$ cat src/rtl/axi_quad_spi_responder_if.sv
// AXI4-Lite bus bundle for axi_quad_spi_responder.
// Carries the five AXI4-Lite channels (AW, W, B, AR, R) with 32-bit address
// and data. The slave modport is used by the responder, the master modport
// by whatever drives it (the CCSDS TX IP or a testbench).
interface axi_quad_spi_responder_if;
  logic [31:0] s00_axi_awaddr;
  logic [2:0]  s00_axi_awprot;
  logic        s00_axi_awvalid;
  logic        s00_axi_awready;
  logic [31:0] s00_axi_wdata;
  logic [3:0]  s00_axi_wstrb;
  logic        s00_axi_wvalid;
  logic        s00_axi_wready;
  logic [1:0]  s00_axi_bresp;
  logic        s00_axi_bvalid;
  logic        s00_axi_bready;
  logic [31:0] s00_axi_araddr;
  logic [2:0]  s00_axi_arprot;
  logic        s00_axi_arvalid;
  logic        s00_axi_arready;
  logic [31:0] s00_axi_rdata;
  logic [1:0]  s00_axi_rresp;
  logic        s00_axi_rvalid;
  logic        s00_axi_rready;

  modport slave (
    input  s00_axi_awaddr, s00_axi_awprot, s00_axi_awvalid,
    output s00_axi_awready,
    input  s00_axi_wdata, s00_axi_wstrb, s00_axi_wvalid,
    output s00_axi_wready,
    output s00_axi_bresp, s00_axi_bvalid,
    input  s00_axi_bready,
    input  s00_axi_araddr, s00_axi_arprot, s00_axi_arvalid,
    output s00_axi_arready,
    output s00_axi_rdata, s00_axi_rresp, s00_axi_rvalid,
    input  s00_axi_rready
  );

  modport master (
    output s00_axi_awaddr, s00_axi_awprot, s00_axi_awvalid,
    input  s00_axi_awready,
    output s00_axi_wdata, s00_axi_wstrb, s00_axi_wvalid,
    input  s00_axi_wready,
    input  s00_axi_bresp, s00_axi_bvalid,
    output s00_axi_bready,
    output s00_axi_araddr, s00_axi_arprot, s00_axi_arvalid,
    input  s00_axi_arready,
    input  s00_axi_rdata, s00_axi_rresp, s00_axi_rvalid,
    output s00_axi_rready
  );
endinterface

$ cat src/rtl/axi_quad_spi_responder.sv
// axi_quad_spi_responder
// AXI4-Lite slave that emulates the Quad-SPI register subset used by the
// CCSDS TX IP (DGIER, IPISR, IPIER, SPICR, SPISR, SPIDTR, SPIDRR). Bytes from
// an SPI-slave deserializer land in an RX FIFO read through SPIDRR; SPIDTR
// writes go through a TX FIFO to an SPI-slave serializer.
//
// Ports
//   s00_axi_aclk    clock
//   s00_axi_areset  asynchronous active-high reset
//   s_axi           AXI4-Lite slave (awaddr/wdata/bresp/araddr/rdata ...)
//   rx_data_i       byte from the deserializer
//   rx_valid_i      one-cycle strobe qualifying rx_data_i
//   tx_data_o       head of the TX FIFO (0 when empty)
//   tx_valid_o      SPE set and TX FIFO non-empty
//   tx_ready_i      serializer takes the byte; pops the TX FIFO with tx_valid_o
//   irq_o           registered DGIER.GIE & |(IPISR & IPIER)
module axi_quad_spi_responder #(
  parameter int FIFO_DEPTH = 16,
  parameter int ADDR_WIDTH = 7
) (
  input  logic                           s00_axi_aclk,
  input  logic                           s00_axi_areset,
  axi_quad_spi_responder_if.slave        s_axi,
  input  logic [7:0]                     rx_data_i,
  input  logic                           rx_valid_i,
  output logic [7:0]                     tx_data_o,
  output logic                           tx_valid_o,
  input  logic                           tx_ready_i,
  output logic                           irq_o
);

  localparam int PTR_W = (FIFO_DEPTH > 1) ? $clog2(FIFO_DEPTH) : 1;
  localparam int CNT_W = PTR_W + 1;
  localparam logic [CNT_W-1:0] DEPTH_C = CNT_W'(FIFO_DEPTH);
  localparam logic [CNT_W-1:0] CNT_ONE = CNT_W'(1);
  localparam logic [PTR_W-1:0] PTR_ONE = PTR_W'(1);

  localparam logic [ADDR_WIDTH-1:0] OFF_DGIER  = ADDR_WIDTH'(7'h1C);
  localparam logic [ADDR_WIDTH-1:0] OFF_IPISR  = ADDR_WIDTH'(7'h20);
  localparam logic [ADDR_WIDTH-1:0] OFF_IPIER  = ADDR_WIDTH'(7'h28);
  localparam logic [ADDR_WIDTH-1:0] OFF_SPICR  = ADDR_WIDTH'(7'h60);
  localparam logic [ADDR_WIDTH-1:0] OFF_SPISR  = ADDR_WIDTH'(7'h64);
  localparam logic [ADDR_WIDTH-1:0] OFF_SPIDTR = ADDR_WIDTH'(7'h68);
  localparam logic [ADDR_WIDTH-1:0] OFF_SPIDRR = ADDR_WIDTH'(7'h6C);

  typedef enum logic {WR_IDLE, WR_RESP} wr_state_t;
  typedef enum logic {RD_IDLE, RD_RESP} rd_state_t;

  wr_state_t wr_state, wr_state_n;
  rd_state_t rd_state, rd_state_n;

  logic                  wr_en, rd_en;
  logic                  awready, wready, bvalid, arready, rvalid;
  logic [ADDR_WIDTH-1:0] wr_addr, rd_addr;
  logic [31:0]           wdata;
  logic [31:0]           rd_mux, rdata_q;

  // Control/status registers
  logic gie;
  logic ier_ne, ier_ovr;
  logic isr_ne, isr_ovr;
  logic cr_spe, cr_b7, cr_b8;
  logic irq_q;

  // FIFOs
  logic [7:0]       rx_mem [FIFO_DEPTH];
  logic [7:0]       tx_mem [FIFO_DEPTH];
  logic [PTR_W-1:0] rx_wptr, rx_rptr, tx_wptr, tx_rptr;
  logic [CNT_W-1:0] rx_count, tx_count;
  logic             rx_empty, rx_full, tx_empty, tx_full;
  logic             rx_push, rx_pop, tx_push, tx_pop;
  logic             rx_flush, tx_flush;
  logic             wr_spicr, wr_ipisr;
  logic             isr_set_ne, isr_set_ovr;

  assign wr_addr = s_axi.s00_axi_awaddr[ADDR_WIDTH-1:0];
  assign rd_addr = s_axi.s00_axi_araddr[ADDR_WIDTH-1:0];
  assign wdata   = s_axi.s00_axi_wdata;

  // ---------------------------------------------------------------------------
  // Write channel: AW and W are only taken together; ready is a one-cycle pulse
  // on the accepting edge, then B is held until bready.
  // ---------------------------------------------------------------------------
  always_ff @(posedge s00_axi_aclk or posedge s00_axi_areset) begin
    if (s00_axi_areset) wr_state <= WR_IDLE;
    else                wr_state <= wr_state_n;
  end

  always_comb begin
    wr_state_n = wr_state;
    wr_en      = 1'b0;
    awready    = 1'b0;
    wready     = 1'b0;
    bvalid     = 1'b0;
    case (wr_state)
      WR_IDLE: begin
        if (s_axi.s00_axi_awvalid && s_axi.s00_axi_wvalid && !s00_axi_areset) begin
          wr_en      = 1'b1;
          awready    = 1'b1;
          wready     = 1'b1;
          wr_state_n = WR_RESP;
        end
      end
      WR_RESP: begin
        bvalid = 1'b1;
        if (s_axi.s00_axi_bready) wr_state_n = WR_IDLE;
      end
      default: wr_state_n = WR_IDLE;
    endcase
  end

  // ---------------------------------------------------------------------------
  // Read channel: arready pulses on the accepting edge, rdata is captured there
  // and held with rvalid until rready.
  // ---------------------------------------------------------------------------
  always_ff @(posedge s00_axi_aclk or posedge s00_axi_areset) begin
    if (s00_axi_areset) rd_state <= RD_IDLE;
    else                rd_state <= rd_state_n;
  end

  always_comb begin
    rd_state_n = rd_state;
    rd_en      = 1'b0;
    arready    = 1'b0;
    rvalid     = 1'b0;
    case (rd_state)
      RD_IDLE: begin
        if (s_axi.s00_axi_arvalid && !s00_axi_areset) begin
          rd_en      = 1'b1;
          arready    = 1'b1;
          rd_state_n = RD_RESP;
        end
      end
      RD_RESP: begin
        rvalid = 1'b1;
        if (s_axi.s00_axi_rready) rd_state_n = RD_IDLE;
      end
      default: rd_state_n = RD_IDLE;
    endcase
  end

  assign s_axi.s00_axi_awready = awready;
  assign s_axi.s00_axi_wready  = wready;
  assign s_axi.s00_axi_bvalid  = bvalid;
  assign s_axi.s00_axi_bresp   = 2'b00;
  assign s_axi.s00_axi_arready = arready;
  assign s_axi.s00_axi_rvalid  = rvalid;
  assign s_axi.s00_axi_rresp   = 2'b00;
  assign s_axi.s00_axi_rdata   = rdata_q;

  // ---------------------------------------------------------------------------
  // Read data mux and capture
  // ---------------------------------------------------------------------------
  always_comb begin
    rd_mux = 32'h0;
    case (rd_addr)
      OFF_DGIER:  rd_mux = {gie, 31'h0};
      OFF_IPISR:  rd_mux = {23'h0, isr_ne, 3'h0, isr_ovr, 4'h0};
      OFF_IPIER:  rd_mux = {23'h0, ier_ne, 3'h0, ier_ovr, 4'h0};
      OFF_SPICR:  rd_mux = {23'h0, cr_b8, cr_b7, 5'h0, cr_spe, 1'b0};
      OFF_SPISR:  rd_mux = {28'h0, tx_full, tx_empty, rx_full, rx_empty};
      OFF_SPIDRR: rd_mux = rx_empty ? 32'h0 : {24'h0, rx_mem[rx_rptr]};
      default:    rd_mux = 32'h0;
    endcase
  end

  always_ff @(posedge s00_axi_aclk or posedge s00_axi_areset) begin
    if (s00_axi_areset)  rdata_q <= 32'h0;
    else if (rd_en)      rdata_q <= rd_mux;
  end

  // ---------------------------------------------------------------------------
  // Configuration registers
  // ---------------------------------------------------------------------------
  assign wr_spicr = wr_en && (wr_addr == OFF_SPICR);
  assign wr_ipisr = wr_en && (wr_addr == OFF_IPISR);
  // FIFO reset bits are acted on at the write edge and never stored.
  assign rx_flush = wr_spicr && wdata[6];
  assign tx_flush = wr_spicr && wdata[5];

  always_ff @(posedge s00_axi_aclk or posedge s00_axi_areset) begin
    if (s00_axi_areset) begin
      gie     <= 1'b0;
      ier_ne  <= 1'b0;
      ier_ovr <= 1'b0;
      cr_spe  <= 1'b0;
      cr_b7   <= 1'b1;
      cr_b8   <= 1'b1;
    end else if (wr_en) begin
      case (wr_addr)
        OFF_DGIER: gie <= wdata[31];
        OFF_IPIER: begin
          ier_ne  <= wdata[8];
          ier_ovr <= wdata[4];
        end
        OFF_SPICR: begin
          cr_spe <= wdata[1];
          cr_b7  <= wdata[7];
          cr_b8  <= wdata[8];
        end
        default: ;
      endcase
    end
  end

  // ---------------------------------------------------------------------------
  // RX FIFO. Fullness is judged on the current count, so a pop on the same
  // edge never makes room for an incoming byte.
  // ---------------------------------------------------------------------------
  assign rx_empty = (rx_count == '0);
  assign rx_full  = (rx_count == DEPTH_C);
  assign rx_push  = rx_valid_i && cr_spe && !rx_full;
  assign rx_pop   = rd_en && (rd_addr == OFF_SPIDRR) && !rx_empty;

  always_ff @(posedge s00_axi_aclk or posedge s00_axi_areset) begin
    if (s00_axi_areset) begin
      rx_wptr  <= '0;
      rx_rptr  <= '0;
      rx_count <= '0;
    end else if (rx_flush) begin
      rx_wptr  <= '0;
      rx_rptr  <= '0;
      rx_count <= '0;
    end else begin
      if (rx_push) rx_wptr <= rx_wptr + PTR_ONE;
      if (rx_pop)  rx_rptr <= rx_rptr + PTR_ONE;
      case ({rx_push, rx_pop})
        2'b10:   rx_count <= rx_count + CNT_ONE;
        2'b01:   rx_count <= rx_count - CNT_ONE;
        default: rx_count <= rx_count;
      endcase
    end
  end

  always_ff @(posedge s00_axi_aclk) begin
    if (rx_push) rx_mem[rx_wptr] <= rx_data_i;
  end

  // ---------------------------------------------------------------------------
  // TX FIFO
  // ---------------------------------------------------------------------------
  assign tx_empty   = (tx_count == '0);
  assign tx_full    = (tx_count == DEPTH_C);
  assign tx_push    = wr_en && (wr_addr == OFF_SPIDTR) && !tx_full;
  assign tx_valid_o = cr_spe && !tx_empty;
  assign tx_pop     = tx_valid_o && tx_ready_i;
  assign tx_data_o  = tx_empty ? 8'h00 : tx_mem[tx_rptr];

  always_ff @(posedge s00_axi_aclk or posedge s00_axi_areset) begin
    if (s00_axi_areset) begin
      tx_wptr  <= '0;
      tx_rptr  <= '0;
      tx_count <= '0;
    end else if (tx_flush) begin
      tx_wptr  <= '0;
      tx_rptr  <= '0;
      tx_count <= '0;
    end else begin
      if (tx_push) tx_wptr <= tx_wptr + PTR_ONE;
      if (tx_pop)  tx_rptr <= tx_rptr + PTR_ONE;
      case ({tx_push, tx_pop})
        2'b10:   tx_count <= tx_count + CNT_ONE;
        2'b01:   tx_count <= tx_count - CNT_ONE;
        default: tx_count <= tx_count;
      endcase
    end
  end

  always_ff @(posedge s00_axi_aclk) begin
    if (tx_push) tx_mem[tx_wptr] <= wdata[7:0];
  end

  // ---------------------------------------------------------------------------
  // Interrupt status. A set event on the same edge as a W1C wins because the
  // set assignment comes last.
  // ---------------------------------------------------------------------------
  assign isr_set_ne  = rx_push && rx_empty && !rx_flush;
  assign isr_set_ovr = rx_valid_i && cr_spe && rx_full;

  always_ff @(posedge s00_axi_aclk or posedge s00_axi_areset) begin
    if (s00_axi_areset) begin
      isr_ne  <= 1'b0;
      isr_ovr <= 1'b0;
    end else begin
      if (wr_ipisr && wdata[8]) isr_ne  <= 1'b0;
      if (wr_ipisr && wdata[4]) isr_ovr <= 1'b0;
      if (isr_set_ne)           isr_ne  <= 1'b1;
      if (isr_set_ovr)          isr_ovr <= 1'b1;
    end
  end

  always_ff @(posedge s00_axi_aclk or posedge s00_axi_areset) begin
    if (s00_axi_areset) irq_q <= 1'b0;
    else                irq_q <= gie && ((isr_ne && ier_ne) || (isr_ovr && ier_ovr));
  end

  assign irq_o = irq_q;

  // Address bits above the decode window, prot, strobes and unused data bits
  // carry no meaning for this register file.
  logic unused_bits;
  assign unused_bits = ^{s_axi.s00_axi_awaddr[31:ADDR_WIDTH],
                         s_axi.s00_axi_araddr[31:ADDR_WIDTH],
                         s_axi.s00_axi_awprot, s_axi.s00_axi_arprot,
                         s_axi.s00_axi_wstrb, wdata[30:9]};

endmodule

$ cat src/flat_wrapper.sv
// flat-port wrapper written by rule: the top's interface ports become plain ports
module axi_quad_spi_responder_flat 
#(
  parameter int FIFO_DEPTH = 16,
  parameter int ADDR_WIDTH = 7
)
  (s00_axi_aclk, s00_axi_areset, rx_data_i, rx_valid_i, tx_data_o, tx_valid_o, tx_ready_i, irq_o, s_axi_s00_axi_awaddr, s_axi_s00_axi_awprot, s_axi_s00_axi_awvalid, s_axi_s00_axi_awready, s_axi_s00_axi_wdata, s_axi_s00_axi_wstrb, s_axi_s00_axi_wvalid, s_axi_s00_axi_wready, s_axi_s00_axi_bresp, s_axi_s00_axi_bvalid, s_axi_s00_axi_bready, s_axi_s00_axi_araddr, s_axi_s00_axi_arprot, s_axi_s00_axi_arvalid, s_axi_s00_axi_arready, s_axi_s00_axi_rdata, s_axi_s00_axi_rresp, s_axi_s00_axi_rvalid, s_axi_s00_axi_rready);
  axi_quad_spi_responder_if s_axi_i ();
  input  logic s00_axi_aclk;
  input  logic s00_axi_areset;
  input  logic [7:0] rx_data_i;
  input  logic rx_valid_i;
  output logic [7:0] tx_data_o;
  output logic tx_valid_o;
  input  logic tx_ready_i;
  output logic irq_o;
  input wire logic [$bits(s_axi_i.s00_axi_awaddr)-1:0] s_axi_s00_axi_awaddr;
  input wire logic [$bits(s_axi_i.s00_axi_awprot)-1:0] s_axi_s00_axi_awprot;
  input wire logic [$bits(s_axi_i.s00_axi_awvalid)-1:0] s_axi_s00_axi_awvalid;
  output wire logic [$bits(s_axi_i.s00_axi_awready)-1:0] s_axi_s00_axi_awready;
  input wire logic [$bits(s_axi_i.s00_axi_wdata)-1:0] s_axi_s00_axi_wdata;
  input wire logic [$bits(s_axi_i.s00_axi_wstrb)-1:0] s_axi_s00_axi_wstrb;
  input wire logic [$bits(s_axi_i.s00_axi_wvalid)-1:0] s_axi_s00_axi_wvalid;
  output wire logic [$bits(s_axi_i.s00_axi_wready)-1:0] s_axi_s00_axi_wready;
  output wire logic [$bits(s_axi_i.s00_axi_bresp)-1:0] s_axi_s00_axi_bresp;
  output wire logic [$bits(s_axi_i.s00_axi_bvalid)-1:0] s_axi_s00_axi_bvalid;
  input wire logic [$bits(s_axi_i.s00_axi_bready)-1:0] s_axi_s00_axi_bready;
  input wire logic [$bits(s_axi_i.s00_axi_araddr)-1:0] s_axi_s00_axi_araddr;
  input wire logic [$bits(s_axi_i.s00_axi_arprot)-1:0] s_axi_s00_axi_arprot;
  input wire logic [$bits(s_axi_i.s00_axi_arvalid)-1:0] s_axi_s00_axi_arvalid;
  output wire logic [$bits(s_axi_i.s00_axi_arready)-1:0] s_axi_s00_axi_arready;
  output wire logic [$bits(s_axi_i.s00_axi_rdata)-1:0] s_axi_s00_axi_rdata;
  output wire logic [$bits(s_axi_i.s00_axi_rresp)-1:0] s_axi_s00_axi_rresp;
  output wire logic [$bits(s_axi_i.s00_axi_rvalid)-1:0] s_axi_s00_axi_rvalid;
  input wire logic [$bits(s_axi_i.s00_axi_rready)-1:0] s_axi_s00_axi_rready;
  assign s_axi_i.s00_axi_awaddr = s_axi_s00_axi_awaddr;
  assign s_axi_i.s00_axi_awprot = s_axi_s00_axi_awprot;
  assign s_axi_i.s00_axi_awvalid = s_axi_s00_axi_awvalid;
  assign s_axi_s00_axi_awready = s_axi_i.s00_axi_awready;
  assign s_axi_i.s00_axi_wdata = s_axi_s00_axi_wdata;
  assign s_axi_i.s00_axi_wstrb = s_axi_s00_axi_wstrb;
  assign s_axi_i.s00_axi_wvalid = s_axi_s00_axi_wvalid;
  assign s_axi_s00_axi_wready = s_axi_i.s00_axi_wready;
  assign s_axi_s00_axi_bresp = s_axi_i.s00_axi_bresp;
  assign s_axi_s00_axi_bvalid = s_axi_i.s00_axi_bvalid;
  assign s_axi_i.s00_axi_bready = s_axi_s00_axi_bready;
  assign s_axi_i.s00_axi_araddr = s_axi_s00_axi_araddr;
  assign s_axi_i.s00_axi_arprot = s_axi_s00_axi_arprot;
  assign s_axi_i.s00_axi_arvalid = s_axi_s00_axi_arvalid;
  assign s_axi_s00_axi_arready = s_axi_i.s00_axi_arready;
  assign s_axi_s00_axi_rdata = s_axi_i.s00_axi_rdata;
  assign s_axi_s00_axi_rresp = s_axi_i.s00_axi_rresp;
  assign s_axi_s00_axi_rvalid = s_axi_i.s00_axi_rvalid;
  assign s_axi_i.s00_axi_rready = s_axi_s00_axi_rready;
  axi_quad_spi_responder #(.FIFO_DEPTH(FIFO_DEPTH), .ADDR_WIDTH(ADDR_WIDTH)) u_core (.s00_axi_aclk(s00_axi_aclk), .s00_axi_areset(s00_axi_areset), .s_axi(s_axi_i), .rx_data_i(rx_data_i), .rx_valid_i(rx_valid_i), .tx_data_o(tx_data_o), .tx_valid_o(tx_valid_o), .tx_ready_i(tx_ready_i), .irq_o(irq_o));
endmodule
$ cat config.mk
export PLATFORM = sky130hd
export DESIGN_NAME = axi_quad_spi_responder_flat
export DESIGN_NICKNAME = d
export VERILOG_FILES = /design/src/rtl/axi_quad_spi_responder_if.sv /design/src/rtl/axi_quad_spi_responder.sv /design/src/flat_wrapper.sv
export SDC_FILE = /design/constraint.sdc
export NUM_CORES = 1
export LEC_CHECK = 0
export BUFFER_PORTS_ARGS = -buffer_cell sky130_fd_sc_hd__buf_2
export CORE_MARGIN = 10
export CORE_UTILIZATION = 52
export DETAILED_ROUTE_END_ITERATION = 16
export PLACE_DENSITY = 0.73
export SLEW_MARGIN = 20
export SYNTH_ARGS = -nofsm -noshare
export SYNTH_HDL_FRONTEND = slang
export SYNTH_SLANG_ARGS = --single-unit
$ cat constraint.sdc
create_clock -name s00_axi_aclk -period 3 [get_ports s00_axi_aclk]
set_input_delay 0.3 -clock s00_axi_aclk [delete_from_list [all_inputs] [get_ports s00_axi_aclk]]
set_output_delay 0.3 -clock s00_axi_aclk [all_outputs]
set_load 0.02 [all_outputs]
* Word level (Yosys, flattened, before mapping)
Memories as Yosys holds them, arrays and structs flattened. Cells that the tools add are included.
Word-level totals: register bits after elaboration 69, bits in writable memories 256, output and inout bits 51, logic and storage cells 123, memories kept 2
Operators by class: add/subtract/negate cells 8, eq/ne operators 17, multiplexer cells 33, bitwise logic cells 2, reductions and logical operators 43
Memories:
- u_core.rx_mem | depth 16, bits a word 8, read ports 1, clocked after memory_dff 0, wr ports 1, line axi_quad_spi_responder.sv:66 | logic [7:0] rx_mem [FIFO_DEPTH];
- u_core.tx_mem | depth 16, bits a word 8, read ports 1, clocked after memory_dff 0, wr ports 1, line axi_quad_spi_responder.sv:67 | logic [7:0] tx_mem [FIFO_DEPTH];
Operators with widths (number):
- $pmux 32 s6 | 1
- $eq 7x7->1 const B | 5
- $mux 4 | 8
- $eq 7x6->1 const B | 4
- $logic_and 1x1->1 | 23
- $pmux 5 s2 | 2
- $add 4x1->4 const B | 4
- $mux 1 | 16
- $mux 8 | 2
- $eq 7x5->1 const B | 2
- $reduce_bool 2->1 | 6
- $add 5x1->5 const B | 2
- $eq 5x5->1 const B | 2
- $logic_not 5->1 | 2
- $mux 5 | 2
- $sub 5x1->5 const B | 2
- $logic_not 1->1 | 6
- $reduce_and 2->1 | 3
- $reduce_bool 3->1 | 2
- $eq 2x1->1 const B | 2
- $eq 2x2->1 const B | 2
- $pmux 1 s2 | 2
- $not 1->1 | 2
- $logic_or 1x1->1 | 1

* Longest topological paths before layout
Gate-level depths: netlist (run 1).
word-level depth 9, depth in mapped cells 13

* Worst setup path before layout (run 1)
Ideal clock, no wire load.
path type reg-to-reg, from register u_core.rd_state, to register u_core.rx_count[4], library setup time 87 ps, arrival time 3192 ps, data required time 2913 ps, setup slack -279 ps, stages on the path, launching flop included 14, path buffers 3, cells stage by stage dfrtp_1 > or3b_1 > buf_2 > a2111oi_2 > buf_4 > ha_1 > clkbuf_1 > xor2_1 > ha_1 > a21o_1 > a22oi_1 > o211a_1 > or3_1 > a22oi_1
On the way: word-level cells in the longest chain between the ends 6
RTL lines:
- start, declared | line axi_quad_spi_responder.sv:50 | rd_state_t rd_state, rd_state_n;
- start signal, assigned | line axi_quad_spi_responder.sv:118 | else rd_state <= rd_state_n;
- $mux 1 (*) | line axi_quad_spi_responder.sv:126 | case (rd_state)
- $logic_and 1x1->1 (*) (2 in a row) | line axi_quad_spi_responder.sv:213 | assign rx_pop = rd_en && (rd_addr == OFF_SPIDRR) && !rx_empty;
- $eq 2x1->1 / $eq 2x2->1 (equally long branches) | line axi_quad_spi_responder.sv:227 | case ({rx_push, rx_pop})
- $pmux 5 s2 | line axi_quad_spi_responder.sv:227
- $mux 5 | line axi_quad_spi_responder.sv:220 | end else if (rx_flush) begin
- end signal, assigned | line axi_quad_spi_responder.sv:228 | 2'b10: rx_count <= rx_count + CNT_ONE;
- end signal, assigned | line axi_quad_spi_responder.sv:229 | 2'b01: rx_count <= rx_count - CNT_ONE;
- end signal, assigned | line axi_quad_spi_responder.sv:230 | default: rx_count <= rx_count;
- end, declared | line axi_quad_spi_responder.sv:69 | logic [CNT_W-1:0] rx_count, tx_count;
Every way passes the cells marked *; elsewhere a longest branch is shown, timed or not. A chain may end at the register's enable or synchronous reset.

* Worst setup path after layout (run 1)
from register u_core.tx_rptr[0], to output port tx_data_o[6]
On the way: word-level cells in the longest chain between the ends 2
RTL lines:
- start, declared | line axi_quad_spi_responder.sv:68 | logic [PTR_W-1:0] rx_wptr, rx_rptr, tx_wptr, tx_rptr;
- start signal, assigned | line axi_quad_spi_responder.sv:260 | if (tx_pop) tx_rptr <= tx_rptr + PTR_ONE;
- $mem_v2 16x8
- $mux 8 | line axi_quad_spi_responder.sv:247 | assign tx_data_o = tx_empty ? 8'h00 : tx_mem[tx_rptr];
- end, declared | line flat_wrapper.sv:13 | output logic [7:0] tx_data_o;
Every way passes these cells.

==> results of run 1 <==
-- per-layer routing --
layer  global-route usage, %  vias to the layer above
li1                        -                     2996
met1                   24.17                     3506
met2                   27.37                      263
met3                   3.200                       32
met4                   3.612                        0
met5                       0                        -
-- sequential cells by signal, indices dropped and copies added (netlist names), 4 cells and up --
register,count
u_core.rx_mem,128
u_core.tx_mem,128
u_core.s_axi.s00_axi_rdata,10
u_core.rx_count,5
u_core.tx_count,5
u_core.rx_rptr,4
u_core.rx_wptr,4
u_core.tx_rptr,4
u_core.tx_wptr,4
-- final timing paths --
path | startpoint | endpoint | slack, ns
setup / recovery | u_core.tx_rptr[0] | tx_data_o[6] | 0.11
hold / removal | s_axi_s00_axi_wdata[8] | u_core.ier_ne | 0.04
setup reg to reg | u_core.rx_count[2] | u_core.rx_count[4] | 0.14
hold reg to reg | u_core.s_axi.s00_axi_rdata[5] | u_core.s_axi.s00_axi_rdata[5] | 0.50
max in group asynchronous | s00_axi_areset | u_core.tx_rptr[0] | 2.00
min in group asynchronous | s00_axi_areset | u_core.s_axi.s00_axi_rdata[3] | 0.46
-- cell usage after synthesis (13+ instances only) --
library cell	n	share of area, %
clkbuf_1	17	0.50
nor2b_1	16	0.78
dfrtp_1	45	8.8
ha_1	14	1.4
nor2_1	32	0.93
a21oi_1	13	0.51
buf_4	30	1.8
inv_1	16	0.47
nand2_1	37	1.1
mux2i_1	18	1.4
and2_1	26	1.3
edfxtp_1	256	60
mux4_2	75	13
-- cells by family (layout without fill, tap and decap cells) --
kind of cell / after synthesis / in the layout / share of synthesized area [%]
compound gates: 46 / 46 / 2.442
xor+xnor: 17 / 17 / 1.158
fa+ha+maj: 14 / 14 / 1.362
buf+inv: 79 / 169 / 3.327
flops: 303 / 303 / 68.94
mux: 101 / 101 / 15.29
other cells: 1 / 26 / 0.02916
simple gates: 168 / 168 / 7.443
-- final cells by class --
| cell class | count | area share [%] |
|---|---|---|
| inverters | 16 | 0.4162 |
| clock inverters | 17 | 1.487 |
| well taps | 324 | 2.752 |
| multi-input cells | 372 | 25.07 |
| clock buffers | 39 | 5.674 |
| flip-flops and latches | 303 | 60.23 |
| repair buffers | 97 | 4.375 |
-- cell usage in the layout (no fill, tap or decap), drive strengths merged, types with 8 or more instances in the layout --
master,count
ha,14
clkbuf,40
nor4,8
conb,26
clkinv,11
nor2b,16
and2,26
nor2,32
xor2,12
inv,16
mux4,75
buf,92
nand2,37
dfrtp,45
edfxtp,256
o21ai,8
mux2,8
mux2i,18
a21oi,13
-- power groups by stage --
stage / Clock [mW] / Sequential (mW) / Combinational (mW)
final: 3.92 / 4.63 / 0.371
after floorplan: 0 / 4.71 / 0.233
after CTS: 3.96 / 4.63 / 0.364
after global placement: 0 / 4.71 / 0.335
after global routing: 4.13 / 4.63 / 0.410
after detailed placement: 0 / 4.72 / 0.356
-- worst max-delay path, cell delays in order (launching register included) --
cell and delay (ns):
dfrtp_2 0.42, buf_4 0.14, buf_6 0.10, buf_4 0.13
mux4_2 0.42, mux4_2 0.49, nor2b_1 0.15, buf_4 0.18
-- timing repair --
| action | 4_1_cts | 5_1_grt |
|---|---|---|
| hold buffers | 3 | 1 |
| gates resized for setup | 1 | 6 |
| hold endpoints to repair | 3 | 43 |
| pin swaps | 0 | 1 |
| setup buffers | 4 | 2 |
| setup endpoints to repair | 8 | 6 |
| cloned | 1 | 1 |
==> reports/metrics.cfg, run 1 <==
[status]
status = finished clean

[placement]
place_ws_ns = 0.1372
gp_routability_congestion = 0.8307
port_buffers = 65
placed_cells = 1100
dp_hpwl_mm = 17.86
placed_area_um2 = 13500

[detailed_routing]
met2_length_mm = 13.21
routedWlPerCell_um = 23.31
drt-initial-drc-count = 725
m1WireLength_mm = 11.64
ant_nets = 0
firstDrtPassIters = 5
wl_mm = 27.22
vias = 6797
dr.max_layer_used = met4
drc = 0
dr_wl_met3_mm = 2.054
avgViaCountPerCell = 5.819

[final_layout]
multiInputGateArea_um2 = 3692
area_growth_pct = 14.54
seqCellArea_um2 = 8871
final_nets = 957
utilization_pct = 60.56
stdcell_area_um2 = 14730
final_cells = 1168
fillers = 1744
n_antenna_cell = 0
drive_gt1_share_pct = 29.03

[floorplan]
die_h_um = 177.3
io_pins = 174
die_w_um = 177.3
std_cell_rows = 57
core_um2 = 24320
start_util_pct = 52.88
die-area_um2 = 31420

[sta]
setup_viol = 0
finalMaxSlewViolations = 0
max_freq_mhz = 346.1
fin_crit_sh_pct = 96.31
layout_setup_ws_ns = 0.1107
worstMarginPinSlew_ns = 0.9298
hold_viol_final = 0
period_needed_ns = 2.889
fin_skew_ns = 0.01455
slew_headroom_pct = 38.01
hold_ws_ns = 0.04199
timing.setup.tns_ns = 0

[clocking]
root_buffer = clkbuf_16
clock_latency_ns = 0.55
path_clk_slew_ns = 0.06
cts_tree = built
clock-sinks = 303
h-tree-depth = 1
numCtsBuffers = 30
clockBufferDepth = 3

[synthesis]
syn_area_um2 = 12860
async_flop_share_pct = 15.51
synth_ff_type = edfxtp_1
yosysWarnings = 0
yosysSeqAreaShare_pct = 68.94
netlist_instances = 729
ys_seq_elements = 303
yosysUniqueCellTypes = 59
synth_area_per_cell_um2 = 17.64
synth-edff-count = 256

[global_routing]
grtUsageTotal_pct = 17.11
grt_start_max_net_pins = 48
grt_pass1_vias = 6918
grt_first_pass_wirelength_mm = 41.12
antenna_found_initial = 0
grt-ovfl-total = 0

[power_and_ir_drop]
total_power_mw = 8.920
intPower_mw = 7.116
clockPowerShare_pct = 43.9
seq_power_share_pct = 51.9
powerDensity_nw_per_um2 = 605.6
p_sw_mw = 1.804
leakagePower_nw = 5.173
combPwrFrac_pct = 4.2
p_sw_share_pct = 20.22
ir_worst_vdd_uv = 473.7

[hold_path]
min_path_cells = 2
hold_class = input pin to flip-flop

[worst_setup_path]
worstPathArrival_ns = 2.59
worst-setup-path-type = flip-flop to primary output
required_ns = 2.70
start_kind = flip-flop
critPathMaxFanout = 2
r2r.worst_path.cells = 12
critPathCaptureType = primary output

[run]
max_cap_viol_count = 0

(Power assumes the default switching activity.)
==> run 2, diff against run 1 <==
--- a/config.mk
+++ b/config.mk
@@ -6,10 +6,9 @@
 export NUM_CORES = 1
 export LEC_CHECK = 0
 export BUFFER_PORTS_ARGS = -buffer_cell sky130_fd_sc_hd__buf_2
-export CORE_MARGIN = 10
-export CORE_UTILIZATION = 52
+export CORE_UTILIZATION = 58
 export DETAILED_ROUTE_END_ITERATION = 16
-export PLACE_DENSITY = 0.73
+export PLACE_DENSITY = 0.77
 export SLEW_MARGIN = 20
 export SYNTH_ARGS = -nofsm -noshare
 export SYNTH_HDL_FRONTEND = slang
==> constraint.sdc (replaced) <==
create_clock -name s00_axi_aclk -period 2.9 [get_ports s00_axi_aclk]
set_input_delay 0.29 -clock s00_axi_aclk [delete_from_list [all_inputs] [get_ports s00_axi_aclk]]
set_output_delay 0.29 -clock s00_axi_aclk [all_outputs]
set_load 0.02 [all_outputs]
==> run 2 against run 1 <==
Effect of this change:
- wire length shrank 5.8%
- core utilization grew 6.5 points
- via count shrank 0.72%
- final area shrank 0.91%
- register-to-register slack lost 0.05 ns
- clock power grew 4%
- critical path type is now input pin to flip-flop
- highest routed layer unchanged
- combinational power grew 2%
- critical path depth grew 5
- clock skew shrank 0.0057 ns
==> reports/metrics.cfg, run 2 (synthesized netlist as in run 1, its figures left out) <==
[clocking]
root_buffer = clkbuf_16
h-tree-depth = 1  ; unchanged
clock-sinks = 303  ; unchanged
cts_tree = built
clock_latency_ns = 0.55  ; about the same
numCtsBuffers = 31  ; +3.3%
path_clk_slew_ns = 0.07  ; about the same
clockBufferDepth = 3  ; unchanged

[sta]
slew_headroom_pct = 36.60  ; -1.4 points
fin_skew_ns = 0.008846  ; -0.005708 ns
hold_viol_final = 0  ; unchanged
layout_setup_ws_ns = 0.05769  ; -0.05299 ns
worstMarginPinSlew_ns = 0.9509  ; +0.02113 ns
fin_crit_sh_pct = 98.01
rsz0062_at_grt = yes
setup_viol = 0  ; unchanged
timing.setup.tns_ns = 0  ; unchanged
max_freq_mhz = 351.8
hold_ws_ns = 0.03927  ; -0.002721 ns
period_needed_ns = 2.842
finalMaxSlewViolations = 0  ; unchanged

[floorplan]
std_cell_rows = 54  ; -5.3%
die_w_um = 150.9  ; -15%
io_pins = 174  ; unchanged
start_util_pct = 59.11  ; +6.2 points
die_h_um = 150.9  ; -15%
core_um2 = 21760  ; -11%
die-area_um2 = 22770  ; -28%

[detailed_routing]
routedWlPerCell_um = 22.93  ; -1.6%
drt-initial-drc-count = 512  ; -29%
firstDrtPassIters = 5  ; unchanged
ant_nets = 0  ; unchanged
wl_mm = 25.64  ; -5.8%
drc = 0  ; unchanged
avgViaCountPerCell = 6.036  ; +3.7%
vias = 6748  ; -0.72%

[placement]
place_ws_ns = 0.09576  ; -0.04142 ns
port_buffers = 65  ; unchanged
dp_hpwl_mm = 16.78  ; -6.1%
gp_routability_congestion = 0.8376  ; +0.83%

[status]
status = finished clean

[hold_path]
hold_class = input pin to flip-flop
min_path_cells = 2  ; unchanged

[global_routing]
use_met3_pct = 3.584  ; +0.38 points
met1_usage_pct = 29.15  ; +5.0 points
antenna_found_initial = 0  ; unchanged
grt_pass1_vias = 6758  ; -2.3%
grt_start_max_net_pins = 48  ; unchanged
grtUsageTotal_pct = 22.82  ; +5.7 points
grt_first_pass_wirelength_mm = 38.01  ; -7.6%
grt-ovfl-total = 0  ; unchanged
top_usage_layer = met2
use_met2_pct = 39.63  ; +12 points

[final_layout]
final_cell_mix = edfxtp_1 (256), mux4_2 (75), buf_2 (65)
layout_commonest_cell = edfxtp_1
n_antenna_cell = 0  ; unchanged
area_growth_pct = 13.49
drive_gt1_share_pct = 28.88  ; -0.15 points
final_nets = 951  ; -0.63%

[worst_setup_path]
required_ns = 3.37  ; +0.67 ns
critPathMaxFanout = 4  ; +2
start_kind = input pin
critPathCaptureType = flip-flop
worstPathArrival_ns = 3.31  ; +0.72 ns
worst-setup-path-type = input pin to flip-flop
r2r.worst_path.cells = 10  ; -2
ff2ff_setup_slack_ns = 0.09  ; -0.05 ns

[power_and_ir_drop]
ir_worst_vdd_uv = 593.2  ; +25%
clockPowerShare_pct = 44.1  ; +0.2 points
intPower_mw = 7.363  ; +3.5%
total_power_mw = 9.244  ; +3.6%
p_sw_mw = 1.881  ; +4.2%
leakagePower_nw = 5.115  ; -1.1%
combPwrFrac_pct = 4.1  ; about the same
seq_power_share_pct = 51.9  ; about the same
powerDensity_nw_per_um2 = 633.4  ; +4.6%
p_sw_share_pct = 20.34  ; +0.12 points

[run]
max_cap_viol_count = 0  ; unchanged

## run 2: worst max-delay path, cell delays in order
cell	delay (ns)
dlygate4sd3_1	0.53
buf_2	0.15
or3b_4	0.42
a2111oi_4	0.38
ha_4	0.21
xor2_1	0.17
ha_2	0.24
a21o_1	0.13
a22oi_1	0.09
o211a_1	0.23
or3_1	0.32
a22oi_2	0.13
## run 2: cell type report
type	instances	area [um2]
clock inverter	18	226.5
fill	1392	7161
multi-input combinational	372	3701
timing repair buffer	90	548.0
sequential	303	8872
clock buffer	39	835.8
tap	280	350.3
inverter	16	61.31
## run 2: routing by layer
layer  up-vias  wire length (um)
met3        49              1520
met2       241             13520
met4         0               684
li1       2966                 -
met5         -                 0
met1      3492              9910
## run 2: power by group through the flow
stage                     logic (mW)  registers [mW]  clock network [mW]
after global routing           0.409            4.79                4.28
after floorplan                0.243            4.87                   0
after CTS                      0.372            4.79                4.14
final                          0.377            4.79                4.07
after detailed placement       0.367            4.88                   0
after global placement         0.344            4.88                   0
## run 2: worst paths after layout
path | startpoint | end
max | s00_axi_areset | u_core.rx_count[4]
min | s_axi_s00_axi_wdata[8] | u_core.ier_ne
max in group asynchronous | s00_axi_areset | u_core.rx_count[1]
min in group asynchronous | s00_axi_areset | u_core.wr_state
min reg2reg | u_core.s_axi.s00_axi_rdata[4] | u_core.s_axi.s00_axi_rdata[4]
max reg2reg | u_core.rd_state | u_core.rx_count[4]
## run 2: per-stage QoR
| step | utilization, % | instances | cell area (um2) |
|---|---|---|---|
| after floorplan | - | 754 | 13010 |
| after global placement | 61.93 | 1056 | 13470 |
| after detailed placement | 61.93 | 1056 | 13470 |
| after CTS | 66.95 | 1116 | 14570 |
| after global routing | 67.09 | 1118 | 14600 |
| final | 67.09 | 1118 | 14600 |
## run 2: timing repair
item,in CTS,in global routing
hold buffers,3,1
endpoints found under the setup margin,0,6
setup buffers,0,1
hold endpoints to repair,3,45
gates resized for setup,0,4
==> run 3, diff against run 2 <==
--- a/config.mk
+++ b/config.mk
@@ -5,10 +5,11 @@
 export SDC_FILE = /design/constraint.sdc
 export NUM_CORES = 1
 export LEC_CHECK = 0
+export ABC_AREA = 1
 export BUFFER_PORTS_ARGS = -buffer_cell sky130_fd_sc_hd__buf_2
-export CORE_UTILIZATION = 58
+export CORE_UTILIZATION = 35
 export DETAILED_ROUTE_END_ITERATION = 16
-export PLACE_DENSITY = 0.77
+export PLACE_DENSITY = 0.5
 export SLEW_MARGIN = 20
 export SYNTH_ARGS = -nofsm -noshare
 export SYNTH_HDL_FRONTEND = slang
==> constraint.sdc (replaced) <==
create_clock -name s00_axi_aclk -period 3.25 [get_ports s00_axi_aclk]
set_input_delay 0.325 -clock s00_axi_aclk [delete_from_list [all_inputs] [get_ports s00_axi_aclk]]
set_output_delay 0.325 -clock s00_axi_aclk [all_outputs]
set_load 0.02 [all_outputs]
==> run 3 against run 2 <==
Effect of this change:
- sequential share of layout area shrank 2.3 points
- core utilization shrank 26 points
- via count grew 28%
- critical endpoint is now tx_data_o[3]
- global-route usage shrank 5.8 points
- largest power group unchanged
- clock power shrank 5%
- highest routed layer unchanged
- synthesized cell count grew 57%
- cell count grew 54%
==> reports/metrics.cfg, run 3 <==
[synthesis]
async_flop_share_pct = 15.51  ; unchanged
yosysMostFrequentCell = edfxtp_1
yosys.area.top_type_share_pct = 58.49  ; -1.3 points
yosysSeqAreaShare_pct = 67.46  ; -1.5 points
synth-edff-count = 256  ; unchanged
ys_seq_elements = 303  ; unchanged
netlist_instances = 1144  ; +57%
yosysUniqueCellTypes = 48  ; -19%
syn_area_um2 = 13140  ; +2.2%
yosys.area.top_type = edfxtp_1
synth_area_per_cell_um2 = 11.49  ; -35%
synth_area_leaders = edfxtp_1 (58%), dfrtp_1 (8.6%), o21ai_0 (4.8%)
yosysWarnings = 0  ; unchanged
synthTopCellsByCount = edfxtp_1 (256), nor2_1 (157), nand2_1 (144)
synth_ff_type = edfxtp_1

[placement]
dp_hpwl_mm = 19.72  ; +18%
placed_cells = 1662  ; +57%
place_ws_ns = 0.5442  ; +0.4484 ns
gp_routability_congestion = 0.8226  ; -1.8%
port_buffers = 65  ; unchanged
placed_area_um2 = 14010  ; +4.0%

[detailed_routing]
vias = 8664  ; +28%
drc = 0  ; unchanged
ant_nets = 0  ; unchanged
routedWlPerCell_um = 18.66  ; -19%
avgViaCountPerCell = 5.017  ; -17%
wl_mm = 32.22  ; +26%
drt-initial-drc-count = 570  ; +11%
firstDrtPassIters = 5  ; unchanged

[worst_setup_path]
worst-setup-path-type = flip-flop to primary output
start_kind = flip-flop
critPathMaxFanout = 40  ; +36
critPathCaptureType = primary output
worstPathArrival_ns = 2.68  ; -0.63 ns
required_ns = 2.92  ; -0.45 ns

[final_layout]
stdcell_area_um2 = 15160  ; +3.8%
n_antenna_cell = 0  ; unchanged
utilization_pct = 41.20  ; -26 points
drive_gt1_share_pct = 16.68  ; -12 points
area_growth_pct = 15.32
final_cell_mix = edfxtp_1 (256), nor2_1 (157), nand2_1 (144)
final_nets = 1370  ; +44%
final_cells = 1727  ; +54%
layout_commonest_cell = edfxtp_1

[sta]
rsz0062_at_grt = no
fin_crit_sh_pct = 92.51
setup_viol = 0  ; unchanged
period_needed_ns = 3.007
max_freq_mhz = 332.6
layout_setup_ws_ns = 0.2434  ; +0.1857 ns
finalMaxSlewViolations = 0  ; unchanged
hold_ws_ns = 0.03909  ; -0.0001808 ns
worstMarginPinSlew_ns = 0.8759  ; -0.07509 ns
slew_headroom_pct = 41.39  ; +4.8 points
hold_viol_final = 0  ; unchanged
timing.setup.tns_ns = 0  ; unchanged
fin_skew_ns = 0.02034  ; +0.01149 ns

[clocking]
h-tree-depth = 2  ; +1
path_clk_slew_ns = 0.06  ; about the same
cts_setup_buffers = 0  ; unchanged
clockBufferDepth = 3  ; unchanged
clock_latency_ns = 0.52  ; -0.03 ns
numCtsBuffers = 35  ; +13%
root_buffer = clkbuf_16
clock-sinks = 303  ; unchanged
cts_tree = built

[floorplan]
std_cell_rows = 70  ; +30%
die-area_um2 = 38330  ; +68%
die_h_um = 195.8  ; +30%
start_util_pct = 35.73  ; -23 points
io_pins = 174  ; unchanged
die_w_um = 195.8  ; +30%
core_um2 = 36790  ; +69%

[hold_path]
hold_class = input pin to async pin

[global_routing]
grt_start_max_net_pins = 72  ; +50%
antenna_found_initial = 0  ; unchanged
grtUsageTotal_pct = 17.07  ; -5.8 points
grt-ovfl-total = 0  ; unchanged
grt_first_pass_wirelength_mm = 49.59  ; +30%
grt_pass1_vias = 8396  ; +24%

[power_and_ir_drop]
total_power_mw = 9.395  ; +1.6%
powerDensity_nw_per_um2 = 619.9  ; -2.1%
intPower_mw = 6.936  ; -5.8%
ir_worst_vdd_uv = 414.8  ; -30%
p_sw_mw = 2.459  ; +31%
clockPowerShare_pct = 41.2  ; -2.9 points
combPwrFrac_pct = 12.1  ; +8.0 points
seq_power_share_pct = 46.7  ; -5.2 points
leakagePower_nw = 5.660  ; +11%
p_sw_share_pct = 26.18  ; +5.8 points

[status]
status = finished clean

[run]
max_cap_viol_count = 0  ; unchanged

[run 3: cells by family (layout without fill, tap and decap cells)]
group / after synthesis / count (layout) / synth area share (%)
AND/OR/NAND/NOR: 420 / 420 / 14.21
adder cells (fa/ha/maj): 14 / 14 / 1.333
flip-flops: 303 / 303 / 67.46
buffers and inverters: 149 / 239 / 5.407
XOR/XNOR: 8 / 8 / 0.5332
other: 1 / 26 / 0.02853
AO/OA/AOI/OAI: 249 / 249 / 11.02
[run 3: worst max-delay path: stages (launching register included)]
cell	delay, ns
dfrtp_2	0.70
buf_4	0.47
o21ai_0	0.16
o221ai_1	0.20
nand3_1	0.15
a21oi_1	0.24
buf_2	0.22
[run 3: power groups by stage]
stage	Combinational, mW	Sequential (mW)	Clock [mW]
global placement	1.14	4.47	0
detailed placement	1.14	4.47	0
global route	1.27	4.40	4.12
finish	1.14	4.39	3.87
CTS	1.15	4.39	3.97
floorplan	0.818	4.43	0
[run 3: path summary, 6_finish.rpt]
kind	startpoint	endpoint	slack [ns]	cells past startpoint
worst max-delay path	u_core.tx_rptr[0]	tx_data_o[3]	0.24	6
worst min-delay path	s00_axi_areset	u_core.wr_state	0.04	3
worst max register to register	u_core.rx_count[2]	u_core.rx_count[4]	0.73	13
worst min register to register	u_core.s_axi.s00_axi_rdata[6]	u_core.s_axi.s00_axi_rdata[6]	0.48	2
max in group asynchronous	s00_axi_areset	u_core.tx_rptr[0]	2.75	3
min in group s00_axi_aclk	s_axi_s00_axi_wdata[31]	u_core.gie	0.07	3
[run 3: timing repair]
| action | in CTS | in global routing |
|---|---|---|
| resized for setup | 0 | 0 |
| endpoints found under the hold margin | 2 | 0 |
| hold buffers | 2 | 0 |
[run 3: layout make-up]
cell class	instances	area (um2)
fillers	3491	21630
flip-flops and latches	303	8869
multi-input cells	717	3660
clock buffers	43	937.1
repair buffers	105	643.1
well taps	468	585.6
inverters	71	270.3
clock inverters	20	191.4
[run 3: routing by layer]
layer / up-vias / track usage, % / share of wire (%)
met5: - / 0 / 0
met2: 220 / 27.75 / 47
met3: 45 / 2.957 / 5.2
met1: 4185 / 23.37 / 45
li1: 4214 / - / -
met4: 0 / 5.122 / 2.1
